--- config.mk ---
export PLATFORM = sky130hd
export DESIGN_NAME = selector_scan_ctrl
export DESIGN_NICKNAME = d
export VERILOG_FILES = /design/src/rtl/selector_scan_ctrl_pkg.sv /design/src/rtl/scan_dwell_counter.sv /design/src/rtl/selector_scan_ctrl.sv
export SDC_FILE = /design/constraint.sdc
export NUM_CORES = 1
export LEC_CHECK = 0
export CAP_MARGIN = 20
export CORE_MARGIN = 2
export CORE_UTILIZATION = 37
export CTS_CLUSTER_DIAMETER = 50
export CTS_CLUSTER_SIZE = 25
export DETAILED_ROUTE_END_ITERATION = 8
export GPL_ROUTABILITY_DRIVEN = 1
export GPL_TIMING_DRIVEN = 0
export PLACE_DENSITY_LB_ADDON = 0.12
export RECOVER_POWER = 25
export REMOVE_ABC_BUFFERS = 1
export SLEW_MARGIN = 0
export SYNTH_ARGS = -nofsm -noshare
export SYNTH_HDL_FRONTEND = slang
export SYNTH_SLANG_ARGS = --single-unit
--- constraint.sdc ---
create_clock -name clock -period 2.5 [get_ports clock]
set_input_delay 0.5 -clock clock [delete_from_list [all_inputs] [get_ports clock]]
set_output_delay 0.5 -clock clock [all_outputs]
set_load 0.01 [all_outputs]
--- src/rtl/selector_scan_ctrl_pkg.sv ---
// Shared types and constants for the selector scan controller.
// The 7-to-1 selector uses a 3-bit select and a 2-bit FSM state.
// No datapath storage lives here.
package selector_scan_ctrl_pkg;

    localparam int NUM_SEL_IN = 7;
    localparam int SEL_W      = 3;

    typedef enum logic [1:0] {
        ST_IDLE = 2'd0,
        ST_LOAD = 2'd1,
        ST_SCAN = 2'd2,
        ST_DONE = 2'd3
    } scan_state_t;

endpackage

--- src/rtl/scan_dwell_counter.sv ---
// Dwell timer: counts 0..DWELL-1 while enabled; tc pulses combinationally on the last count.
// Latency: tc asserted in the same cycle the count reaches DWELL-1.
// No backpressure; clr has priority over en and returns the count to 0.
module scan_dwell_counter #(
    parameter int DWELL = 4,
    parameter int CNT_W = 8
) (
    input  logic clock,
    input  logic resetn,
    input  logic en,
    input  logic clr,
    output logic tc
);

    localparam logic [CNT_W-1:0] LAST = CNT_W'(DWELL - 1);

    logic [CNT_W-1:0] cnt;

    always_ff @(posedge clock or negedge resetn) begin
        if (!resetn) begin
            cnt <= '0;
        end else if (clr) begin
            cnt <= '0;
        end else if (en) begin
            cnt <= (cnt == LAST) ? '0 : cnt + CNT_W'(1);
        end
    end

    assign tc = en && !clr && (cnt == LAST);

endmodule

--- src/rtl/selector_scan_ctrl.sv ---
// Drives a pattern onto the 7-to-1 selector, steps its select 0..6 and samples Y; optional SCAN_CHECK_EN adds mismatch.
// Latency: done pulses 2 + 7*DWELL cycles after the accepting start edge.
// No queuing: start is ignored unless IDLE; abort cancels LOAD/SCAN back to IDLE.
module selector_scan_ctrl
    import selector_scan_ctrl_pkg::*;
#(
    parameter int DWELL = 4,
    parameter int CNT_W = 8
) (
    input  logic                  clock,
    input  logic                  resetn,
    input  logic                  start,
    input  logic                  abort,
    input  logic [NUM_SEL_IN-1:0] pattern,
    output logic [NUM_SEL_IN-1:0] mux_data,
    output logic [SEL_W-1:0]      mux_sel,
    input  logic                  mux_y,
    output logic [NUM_SEL_IN-1:0] captured,
    output logic                  busy,
    output logic                  done
`ifdef SCAN_CHECK_EN
    ,
    output logic                  mismatch
`endif
);

    scan_state_t state;
    logic        dwell_tc;
    logic        last_sel;

    assign last_sel = (mux_sel == SEL_W'(NUM_SEL_IN - 1));

    scan_dwell_counter #(
        .DWELL (DWELL),
        .CNT_W (CNT_W)
    ) u_dwell (
        .clock  (clock),
        .resetn (resetn),
        .en     (state == ST_SCAN),
        .clr    (state != ST_SCAN),
        .tc     (dwell_tc)
    );

    always_ff @(posedge clock or negedge resetn) begin
        if (!resetn) begin
            state    <= ST_IDLE;
            mux_data <= '0;
            mux_sel  <= '0;
            captured <= '0;
            busy     <= 1'b0;
            done     <= 1'b0;
        end else begin
            done <= 1'b0;
            case (state)
                ST_IDLE: begin
                    mux_sel <= '0;
                    if (start) state <= ST_LOAD;
                end
                ST_LOAD: begin
                    if (abort) begin
                        state   <= ST_IDLE;
                        busy    <= 1'b0;
                        mux_sel <= '0;
                    end else begin
                        mux_data <= pattern;
                        captured <= '0;
                        mux_sel  <= '0;
                        busy     <= 1'b1;
                        state    <= ST_SCAN;
                    end
                end
                ST_SCAN: begin
                    // Abort wins over a coincident sample so the partial word is stable.
                    if (abort) begin
                        state   <= ST_IDLE;
                        busy    <= 1'b0;
                        mux_sel <= '0;
                    end else if (dwell_tc) begin
                        captured[mux_sel] <= mux_y;
                        if (last_sel) state <= ST_DONE;
                        else          mux_sel <= mux_sel + SEL_W'(1);
                    end
                end
                ST_DONE: begin
                    done    <= 1'b1;
                    busy    <= 1'b0;
                    mux_sel <= '0;
                    state   <= ST_IDLE;
                end
                default: state <= ST_IDLE;
            endcase
        end
    end

`ifdef SCAN_CHECK_EN
    // Final sample already landed in captured on the edge that entered DONE.
    always_ff @(posedge clock or negedge resetn) begin
        if (!resetn) begin
            mismatch <= 1'b0;
        end else if (state == ST_LOAD && !abort) begin
            mismatch <= 1'b0;
        end else if (state == ST_DONE) begin
            mismatch <= (captured != mux_data);
        end
    end
`endif

endmodule

==> results of run 1 <==
[cells by family (layout without fill, tap and decap cells)]
| kind of cell | after synthesis | in the layout | share of synthesized area (%) |
|---|---|---|---|
| simple gates | 56 | 56 | 25.6 |
| flops | 29 | 29 | 49.7 |
| mux | 15 | 15 | 11.5 |
| compound gates | 14 | 14 | 5.66 |
| buf+inv | 9 | 44 | 3.17 |
| fa+ha+maj | 3 | 3 | 2.57 |
| xor+xnor | 3 | 3 | 1.80 |
[final timing paths]
check / from / end / slack, ns / cells past startpoint
max in group asynchronous: resetn / captured[5] / 0.58 / 2
min in group asynchronous: resetn / u_dwell.cnt[1] / 0.60 / 1
worst max-delay path: abort / captured[1] / 0.46 / 4
worst min register to register: u_dwell.cnt[0] / u_dwell.cnt[0] / 0.51 / 1
worst min-delay path: u_dwell.cnt[0] / u_dwell.cnt[0] / 0.51 / 1
worst max register to register: u_dwell.cnt[0] / captured[1] / 0.58 / 4
[metal layers]
layer / vias up / track usage (%) / share of wire, %
met4: 0 / 6.12 / 1.2
met2: 18 / 26.9 / 52
met5: - / 0 / 0
met1: 553 / 17.2 / 43
li1: 532 / - / -
met3: 4 / 5.07 / 3.9
[worst reg2reg max path: stages, from the launching register on]
cell and delay, ns:
dfrtp_1 0.41, ha_1 0.27, nor3b_2 0.58, nand4_1 0.19, mux2_1 0.35
[metrics by stage]
step,setup TNS (ns),instance area (um^2),cells,setup WS (ns)
after detailed placement,-0.0102,1800,203,-0.0102
after floorplan,0,1430,124,0.888
after global routing,0,1890,212,0.255
after global placement,0,1790,202,0.0692
final,0,1890,212,0.459
after CTS,0,1890,211,0.287
[layout make-up]
cell class	count	share of cell area, %
clock buffer	6	3.85
clock inverter	2	0.531
inverter	4	0.796
multi-input combinational	91	36.4
sequential	29	38.5
tap	48	3.19
timing repair buffer	32	16.7
[cells in the final DEF (no fill, tap or decap), types with 5 or more instances in the layout]
master	n
a21oi_1	6
clkbuf_8	5
clkdlybuf4s50_1	28
dfrtp_1	29
mux2_1	7
mux2_2	7
nand3_1	6
nand4_1	9
nor2_1	5
nor2b_1	8
nor3b_1	5
[synthesized netlist by cell type, types with 2 or more instances]
library cell,instances
or3_1,3
nor3b_2,3
and3b_1,3
clkbuf_1,2
o21ai_0,4
a21oi_1,6
nor3b_1,5
nand4_1,9
nor2_1,5
nor2b_1,8
inv_1,4
nand2b_1,4
nand3_1,6
nand2_1,4
xor2_1,2
dfrtp_1,29
mux2_1,7
mux2_2,7
ha_1,3
[power breakdown]
part / switching [mW] / leakage [nW] / internal [mW]
Sequential: 0.0318 / 0.385 / 0.520
Clock: 0.167 / 0.0450 / 0.192
Combinational: 0.0852 / 0.376 / 0.135
[state kept, by name (all words and copies together) (netlist names)]
| register | cells |
|---|---|
| mux_data | 7 |
| captured | 7 |
| done | 1 |
| mux_sel | 3 |
| state | 2 |
| u_dwell.cnt | 8 |
| busy | 1 |
==> results.md, run 1 <==
- Placeable Area: 3720 um^2
- Synth warn: 0
- First-pass GRT wire length: 5.01 mm
- Fin crit period: 2.04 ns
- Final setup violation count: 0
- Post-cts hold buffer count: 0
- Share of cells above drive strength 1: 12.8%
- ANT nets after route: 0
- Initial Utilization: 39.3%
- Skew final: 0.00341 ns
- Most used DFF post-synth: dfrtp_1
- DR iter-0 viols: 63
- Worst setup SP type: input pin
- Hold Fails Final Rpt: 0
- Overall power: 1.13 mW
- Hold Slack: 0.506 ns
- Clock sink count: 29
- CTS tree: done
- Critical path type: input pin to register
- Flops & latches, synth: 29
- Post-CTS Setup Repair Bufs: 0
- Critical Path End Type: register
- Critical Path, Cell by Cell: dlygate4sd3_1 > nor3b_2 > nand4_1 > mux2_1
- EDFF count, synth: 0
- Pre-antenna DRT Iters: 4
- Initial antenna violation count: 0
- Inserted Diodes: 0
- Lkg Pwr: 0.806 nW
- Slew Limit Fails: 0
- Yosys top cell by area: dfrtp_1
- Nets@finish: 178
- DRC viols: 0
- Largest net degree at the start of global routing: 21
- Worst-path clk slew: 0.06 ns
- Final core utilization: 50.7%
- Post-route clock period utilization: 81.6%
- Max Fclk: 0.490 GHz
- Mean post-synth cell area: 11.3 um^2
- Placer Congestion: 0.787
- Via/cell ratio: 5.22
- Status: completed
- Fraction of registers with async set/reset: 100%
- Total CTS buffers: 5
- Cell family with most CP delay: simple AND/OR/NAND/NOR gates
- Arr. time, crit path: 2.20 ns
- Hold crit path type: register to register
- Storage element area: 726 um^2
- Max Cap Viol: 0
- Port Buffer Count: 30
- P&R area growth vs syn: 29.2%
- Clk buf depth: 2
- Sequential area share after synthesis: 49.7%
- GRT Overall Usage: 15.4%
- Top cells by area, synth: dfrtp_1 (50%), mux2_1 (5.4%), mux2_2 (5.4%)
- Worst Path Buf+Inv: 1
- Slowest-stage cell, CP: dlygate4sd3_1
- Die Width: 66.8 um
- Clk Latency, worst-skew pair: 0.28 ns
- Area occupied by multi-input gates: 687 um^2
- Die Ht: 66.8 um
- Post-Syn Area: 1460 um^2
- Grt total ovfl: 0
- IR drop worst, VDD: 394 uV
- CP peak stage delay: 0.64 ns
- Crit path max fanout: 9
- Synth top area share: 49.7%
- Die Footprint: 4460 um^2
- Placement Rows: 22
- H-tree depth: 2
- Via count: 1107
- RSZ-0062 raised after global routing: false
- Pwr/cell area: 600 nW/um^2
- CP Data Required Time: 2.66 ns
- Post-cts resize count: 0
- Post-Route WL: 2.89 mm
- WL per Instance: 13.6 um
- Worst-Margin Slew: 1.07 ns
- Ports: 31
- Mapped Cells: 129
- Vias in the first global route: 1106
- Cell variety after synth: 34
- Fill count: 334
- Slew Limit Headroom: 28.9%
- Clock Root Buffer: clkbuf_8
- Post-DP HPWL: 2.04 mm
No activity file was read; power rests on OpenSTA's default activity.
==> run 2, diff against run 1 <==
==> constraint.sdc (replaced) <==
create_clock -name clock -period 1.9 [get_ports clock]
set_input_delay 0.38 -clock clock [delete_from_list [all_inputs] [get_ports clock]]
set_output_delay 0.38 -clock clock [all_outputs]
set_load 0.01 [all_outputs]
==> run 2 against run 1 <==
Effect of this change:
- clock power rose by 32%
- largest cell class unchanged
- total power rose by 32%
- register-to-register slack got worse by 0.45 ns
- clock skew barely moved
- final cell count did not move
- non-clock buffer count did not move
- die area did not move
- combinational power rose by 35%
- sequential power rose by 32%
- core utilization rose by 0.77 points
==> results.md, run 2 (synthesized netlist as in run 1, its figures left out) <==
- Status: completed
- Hold crit path type: input pin to async pin
- Clk buf depth: 2 (unchanged)
- Post-cts hold buffer count: 0 (unchanged)
- Die Footprint: 4460 um^2 (unchanged)
- Critical path type: input pin to register
- Slew Limit Fails: 0 (unchanged)
- Top flop regs: u_dwell.cnt (8), captured (7), mux_data (7)
- DR iter-0 viols: 78 (+24%)
- Pwr/cell area: 781 nW/um^2 (+30%)
- Via/cell ratio: 5.19 (-0.54%)
- R2R Path Start: u_dwell.cnt[0]
- ANT nets after route: 0 (unchanged)
- Non-filler instance count after layout: 212 (unchanged)
- WL per Instance: 13.4 um (-2.1%)
- Vias in the first global route: 1108 (+0.18%)
- Largest net degree at the start of global routing: 21 (unchanged)
- IR drop worst, VDD: 518 uV (+32%)
- Switching pwr: 0.375 mW (+32%)
- Nets@finish: 178 (unchanged)
- Inserted Diodes: 0 (unchanged)
- Lkg Pwr: 0.812 nW (+0.70%)
- Clock sink count: 29 (unchanged)
- First-pass GRT wire length: 5.03 mm (+0.42%)
- CP peak stage delay: 0.67 ns (+0.03 ns)
- Comb power frac: 19.8% (+0.3 points)
- Post-Route WL: 2.83 mm (-2.1%)
- Clk Latency, worst-skew pair: 0.28 ns (about the same)
- Cell Int Power: 1.12 mW (+32%)
- Port Buffer Count: 30 (unchanged)
- Cell family with most CP delay: buffers and inverters
- Max FFs per register: 8 (unchanged)
- Post-DP HPWL: 2.04 mm (unchanged)
- Cell count along the critical path: 4 (unchanged)
- Critical Path End Type: register
- Worst-path clk slew: 0.06 ns (about the same)
- R2R depth: 4 (unchanged)
- Share of cells above drive strength 1: 13.4% (+0.61 points)
- Via count: 1101 (-0.54%)
- Most flop-heavy register: u_dwell.cnt
- Post-route clock period utilization: 95.4%
- Fin crit period: 1.81 ns
- Placeable Area: 3720 um^2 (unchanged)
- Skew final: 0.00311 ns (-0.000294 ns)
- RSZ-0062 raised after global routing: false
- Crit path max fanout: 9 (unchanged)
- GRT Overall Usage: 15.4% (+0.036 points)
- Placed inst area: 1800 um^2 (unchanged)
- Placed instance count: 203 (unchanged)
- Clock Root Buffer: clkbuf_8
- Hold Fails Final Rpt: 0 (unchanged)
- Initial antenna violation count: 0 (unchanged)
- Slowest-stage cell, CP: dlygate4sd3_1
- Worst Path Buf+Inv: 1 (unchanged)
- CTS tree: done
- P&R area growth vs syn: 31.2%
- Fill count: 329 (-1.5%)
- DRC viols: 0 (unchanged)
- Grt total ovfl: 0 (unchanged)
- Switch share: 25.1% (-0.036 points)
- Most frequent cells in the layout: dfrtp_1 (29), clkdlybuf4s50_1 (28), nand4_1 (9), nor2b_1 (8)
- Reg power frac: 48.6% (-0.2 points)
- Setup TNS: 0 ns (unchanged)
- Post-route design area: 1910 um^2 (+1.5%)
- Worst-Margin Slew: 0.539 ns (-0.527 ns)
- Total CTS buffers: 5 (unchanged)
- Max Cap Viol: 0 (unchanged)
- Critical Path, Cell by Cell: dlygate4sd3_1 > nor3b_4 > nand4_1 > mux2_1
- H-tree depth: 2 (unchanged)
- Pre-antenna DRT Iters: 6 (+2)
- Commonest non-fill, non-tap cell in the layout: dfrtp_1
- Worst setup SP type: input pin
- Overall power: 1.50 mW (+32%)
- Final setup violation count: 0 (unchanged)
- Die Width: 66.8 um (unchanged)
- Arr. time, crit path: 1.97 ns (-0.23 ns)
- Max Fclk: 0.552 GHz
- Placement Rows: 22 (unchanged)
- CP Data Required Time: 2.06 ns (-0.60 ns)
- Die Ht: 66.8 um (unchanged)
- CP startpoint: abort
- Clock share of power: 31.6% (-0.2 points)
- Placer Congestion: 0.787 (unchanged)
- Ports: 31 (unchanged)
- Slew Limit Headroom: 63.8% (+35 points)
- Initial Utilization: 39.3% (unchanged)
==> run 2: cell counts in the layout (fill, tap and decap cells not counted) <==
No cell type changed its count.
==> run 2: per-stage QoR <==
| stage | utilization [%] | setup WS (ns) | hold slack [ns] |
|---|---|---|---|
| after floorplan | - | 0.288 | 0.0844 |
| after global placement | 48.1 | -0.411 | 0.488 |
| after detailed placement | 48.5 | -0.490 | 0.499 |
| after CTS | 51.1 | 0.0301 | 0.440 |
| after global routing | 51.5 | 0.00730 | 0.509 |
| final | 51.5 | 0.0869 | 0.479 |
==> run 2: worst paths after layout <==
kind	end	slack (ns)
setup / recovery	captured[1]	0.09
hold / removal	u_dwell.cnt[1]	0.48
setup reg to reg	captured[1]	0.13
hold reg to reg	u_dwell.cnt[0]	0.51
max in group asynchronous	captured[4]	0.59
min in group clock	u_dwell.cnt[0]	0.51
==> run 2: area by class of cell <==
type	instances	area, um^2	share of cell area, %
Sequential cell	29	726	37.9
Multi-Input combinational cell	91	706	36.9
Timing Repair Buffer	32	325	17.0
Clock buffer	6	72.6	3.79
Tap cell	48	60.1	3.14
Inverter	4	15.0	0.784
Clock inverter	2	10.0	0.523
==> run 2: repair_timing <==
| action | CTS | global route |
|---|---|---|
| pin swaps | 0 | 1 |
| buffers inserted | 0 | 1 |
| resized for setup | 2 | 1 |
| setup endpoints to repair | 14 | 14 |
| endpoints found under the hold margin | 0 | 0 |
==> run 2: worst reg2reg max path, delay by kind of cell (launching register included) <==
kind	cells	cell delay [ns]
fa+ha+maj	1	0.28
flops	1	0.41
mux	1	0.35
simple gates	2	0.61
==> run 2: metal layers <==
layer,vias up,wire length [um],global-route usage (%)
met1,547,1190,17.3
li1,533,-,-
met3,3,127,5.07
met5,-,0,0
met2,18,1480,26.9
met4,0,36,6.12
==> run 2: power by group through the flow <==
| stage | clock network, mW | logic [mW] | registers (mW) |
|---|---|---|---|
| after floorplan | 0 | 0.0867 | 0.760 |
| after global placement | 0 | 0.284 | 0.729 |
| after detailed placement | 0 | 0.295 | 0.737 |
| after CTS | 0.494 | 0.298 | 0.727 |
| after global routing | 0.527 | 0.321 | 0.737 |
| final | 0.473 | 0.297 | 0.727 |
==> run 3, diff against run 2 <==
--- a/config.mk
+++ b/config.mk
@@ -8,6 +8,7 @@
 export CAP_MARGIN = 20
 export CORE_MARGIN = 2
 export CORE_UTILIZATION = 37
+export CTS_BUF_LIST = sky130_fd_sc_hd__clkbuf_16
 export CTS_CLUSTER_DIAMETER = 50
 export CTS_CLUSTER_SIZE = 25
 export DETAILED_ROUTE_END_ITERATION = 8
==> run 3 against run 2 <==
Effect of this change:
- worst hold slack better by 0.014 ns
- first-iteration DRC count shrank 27%
- sequential power about the same
- die area did not move
- non-clock buffer count is the same
- critical path depth unchanged
- worst setup slack got worse by 0.0056 ns
- sequential cell count did not move
- via count increased by 1.9%
- combinational power is essentially flat
- global-route usage rose by 0.34 points
- critical endpoint unchanged
- register-to-register slack is essentially flat
- highest routed layer unchanged
==> results.md, run 3 (synthesized netlist as in run 1, its figures left out) <==
- Post-Route WL: 2.91 mm (+2.7%)
- Pwr/cell area: 885 nW/um^2 (+13%)
- Final core utilization: 53.0% (+1.5 points)
- CTS tree: done
- Max FFs per register: 8 (unchanged)
- Nets@finish: 178 (unchanged)
- Hold Fails Final Rpt: 0 (unchanged)
- Post-route clock period utilization: 95.7% (+0.30 points)
- IR drop worst, VDD: 620 uV (+20%)
- GRT Overall Usage: 15.8% (+0.34 points)
- Setup TNS: 0 ns (unchanged)
- Clk buf depth: 2 (unchanged)
- Largest net degree at the start of global routing: 21 (unchanged)
- ANT nets after route: 0 (unchanged)
- Worst-path clk slew: 0.05 ns (about the same)
- First-pass GRT wire length: 5.15 mm (+2.3%)
- Place WS: -0.490 ns (unchanged)
- CP Data Required Time: 2.05 ns (about the same)
- Slew Limit Headroom: 64.1% (+0.30 points)
- Vias in the first global route: 1140 (+2.9%)
- Clock sink count: 29 (unchanged)
- Placer Congestion: 0.787 (unchanged)
- Overall power: 1.74 mW (+17%)
- Post-cts hold buffer count: 0 (unchanged)
- Arr. time, crit path: 1.97 ns (about the same)
- Initial Utilization: 39.3% (unchanged)
- P&R area growth vs syn: 35.1%
- Max Cap Viol: 0 (unchanged)
- Port Buffer Count: 30 (unchanged)
- Most flop-heavy register: u_dwell.cnt
- RSZ-0062 raised after global routing: false
- WL per Instance: 13.7 um (+2.7%)
- Initial antenna violation count: 0 (unchanged)
- Commonest non-fill, non-tap cell in the layout: dfrtp_1
- Final setup violation count: 0 (unchanged)
- DR iter-0 viols: 57 (-27%)
- Placeable Area: 3720 um^2 (unchanged)
- Worst-Margin Slew: 0.534 ns (-0.00454 ns)
- Critical path type: input pin to register
- Hold crit path type: input pin to async pin
- Crit path max fanout: 9 (unchanged)
- Via/cell ratio: 5.29 (+1.9%)
- Clock Root Buffer: clkbuf_16
- Slew Limit Fails: 0 (unchanged)
- Placement Rows: 22 (unchanged)
- Share of cells above drive strength 1: 13.4% (unchanged)
- Die Footprint: 4460 um^2 (unchanged)
- Inserted Diodes: 0 (unchanged)
- Die Width: 66.8 um (unchanged)
- Die Ht: 66.8 um (unchanged)
- Via count: 1122 (+1.9%)
- DRC viols: 0 (unchanged)
- Clk Latency, worst-skew pair: 0.27 ns (about the same)
- Total CTS buffers: 5 (unchanged)
- Worst setup SP type: input pin
- Lkg Pwr: 0.841 nW (+3.7%)
- Critical Path End Type: register
- Most frequent cells in the layout: dfrtp_1 (29), clkdlybuf4s50_1 (28), nand4_1 (9), nor2b_1 (8)
- Status: completed
- Pre-antenna DRT Iters: 4 (-2)
- Top flop regs: u_dwell.cnt (8), captured (7), mux_data (7)
- Max Fclk: 0.550 GHz (-0.31%)
- Post-DP HPWL: 2.04 mm (unchanged)
- H-tree depth: 2 (unchanged)
- Grt total ovfl: 0 (unchanged)
- Ports: 31 (unchanged)
- Fin crit period: 1.82 ns (+0.00563 ns)
- PnR worst setup slack: 0.0813 ns (-0.00563 ns)
- Skew final: 0.00314 ns (+0.0000299 ns)
-- run 3: path summary, 6_finish.rpt --
kind / cells after the start / from / slack, ns / end
hold reg to reg: 1 / mux_data[3] / 0.50 / mux_data[3]
min in group clock: 1 / mux_data[3] / 0.50 / mux_data[3]
setup / recovery: 4 / abort / 0.08 / captured[1]
max in group asynchronous: 2 / resetn / 0.57 / captured[4]
hold / removal: 1 / resetn / 0.49 / u_dwell.cnt[1]
setup reg to reg: 4 / u_dwell.cnt[0] / 0.12 / captured[1]
-- run 3: metal layers --
metal / up-vias / GRT usage [%] / share of wire [%]
met4: 0 / 6.12 / 1.5
li1: 533 / - / -
met1: 563 / 17.1 / 42
met5: - / 0 / 0
met3: 6 / 5.57 / 4.1
met2: 20 / 27.9 / 52
-- run 3: power by group --
| group | switching [mW] | total (mW) | internal [mW] |
|---|---|---|---|
| Sequential | 0.0437 | 0.729 | 0.685 |
| Clock | 0.246 | 0.718 | 0.472 |
| Combinational | 0.112 | 0.297 | 0.184 |
| Total | 0.402 | 1.74 | 1.34 |
-- run 3: critical path, stage by stage --
cell,delay [ns]
dlygate4sd3_1,0.67
nor3b_4,0.41
nand4_1,0.15
mux2_1,0.35
-- run 3: timing repair --
item / CTS / global route
pin swaps: 0 / 1
buffers inserted: 0 / 1
endpoints found under the setup margin: 14 / 14
resized for setup: 2 / 1
-- run 3: per-stage QoR --
stage	hold slack, ns	instance area, um^2	cells
floorplan	0.0844	1430	124
global placement	0.488	1790	202
detailed placement	0.499	1800	203
CTS	0.459	1950	211
global route	0.515	1970	212
finish	0.493	1970	212
-- run 3: area by class of cell --
type                    instances  area [um^2]
well taps                      48         60.1
multi-input cells              91          706
repair buffers                 32          325
flip-flops and latches         29          726
fillers                       316         1750
clock buffers                   5          125
inverters                       4         15.0
clock inverters                 3         13.8
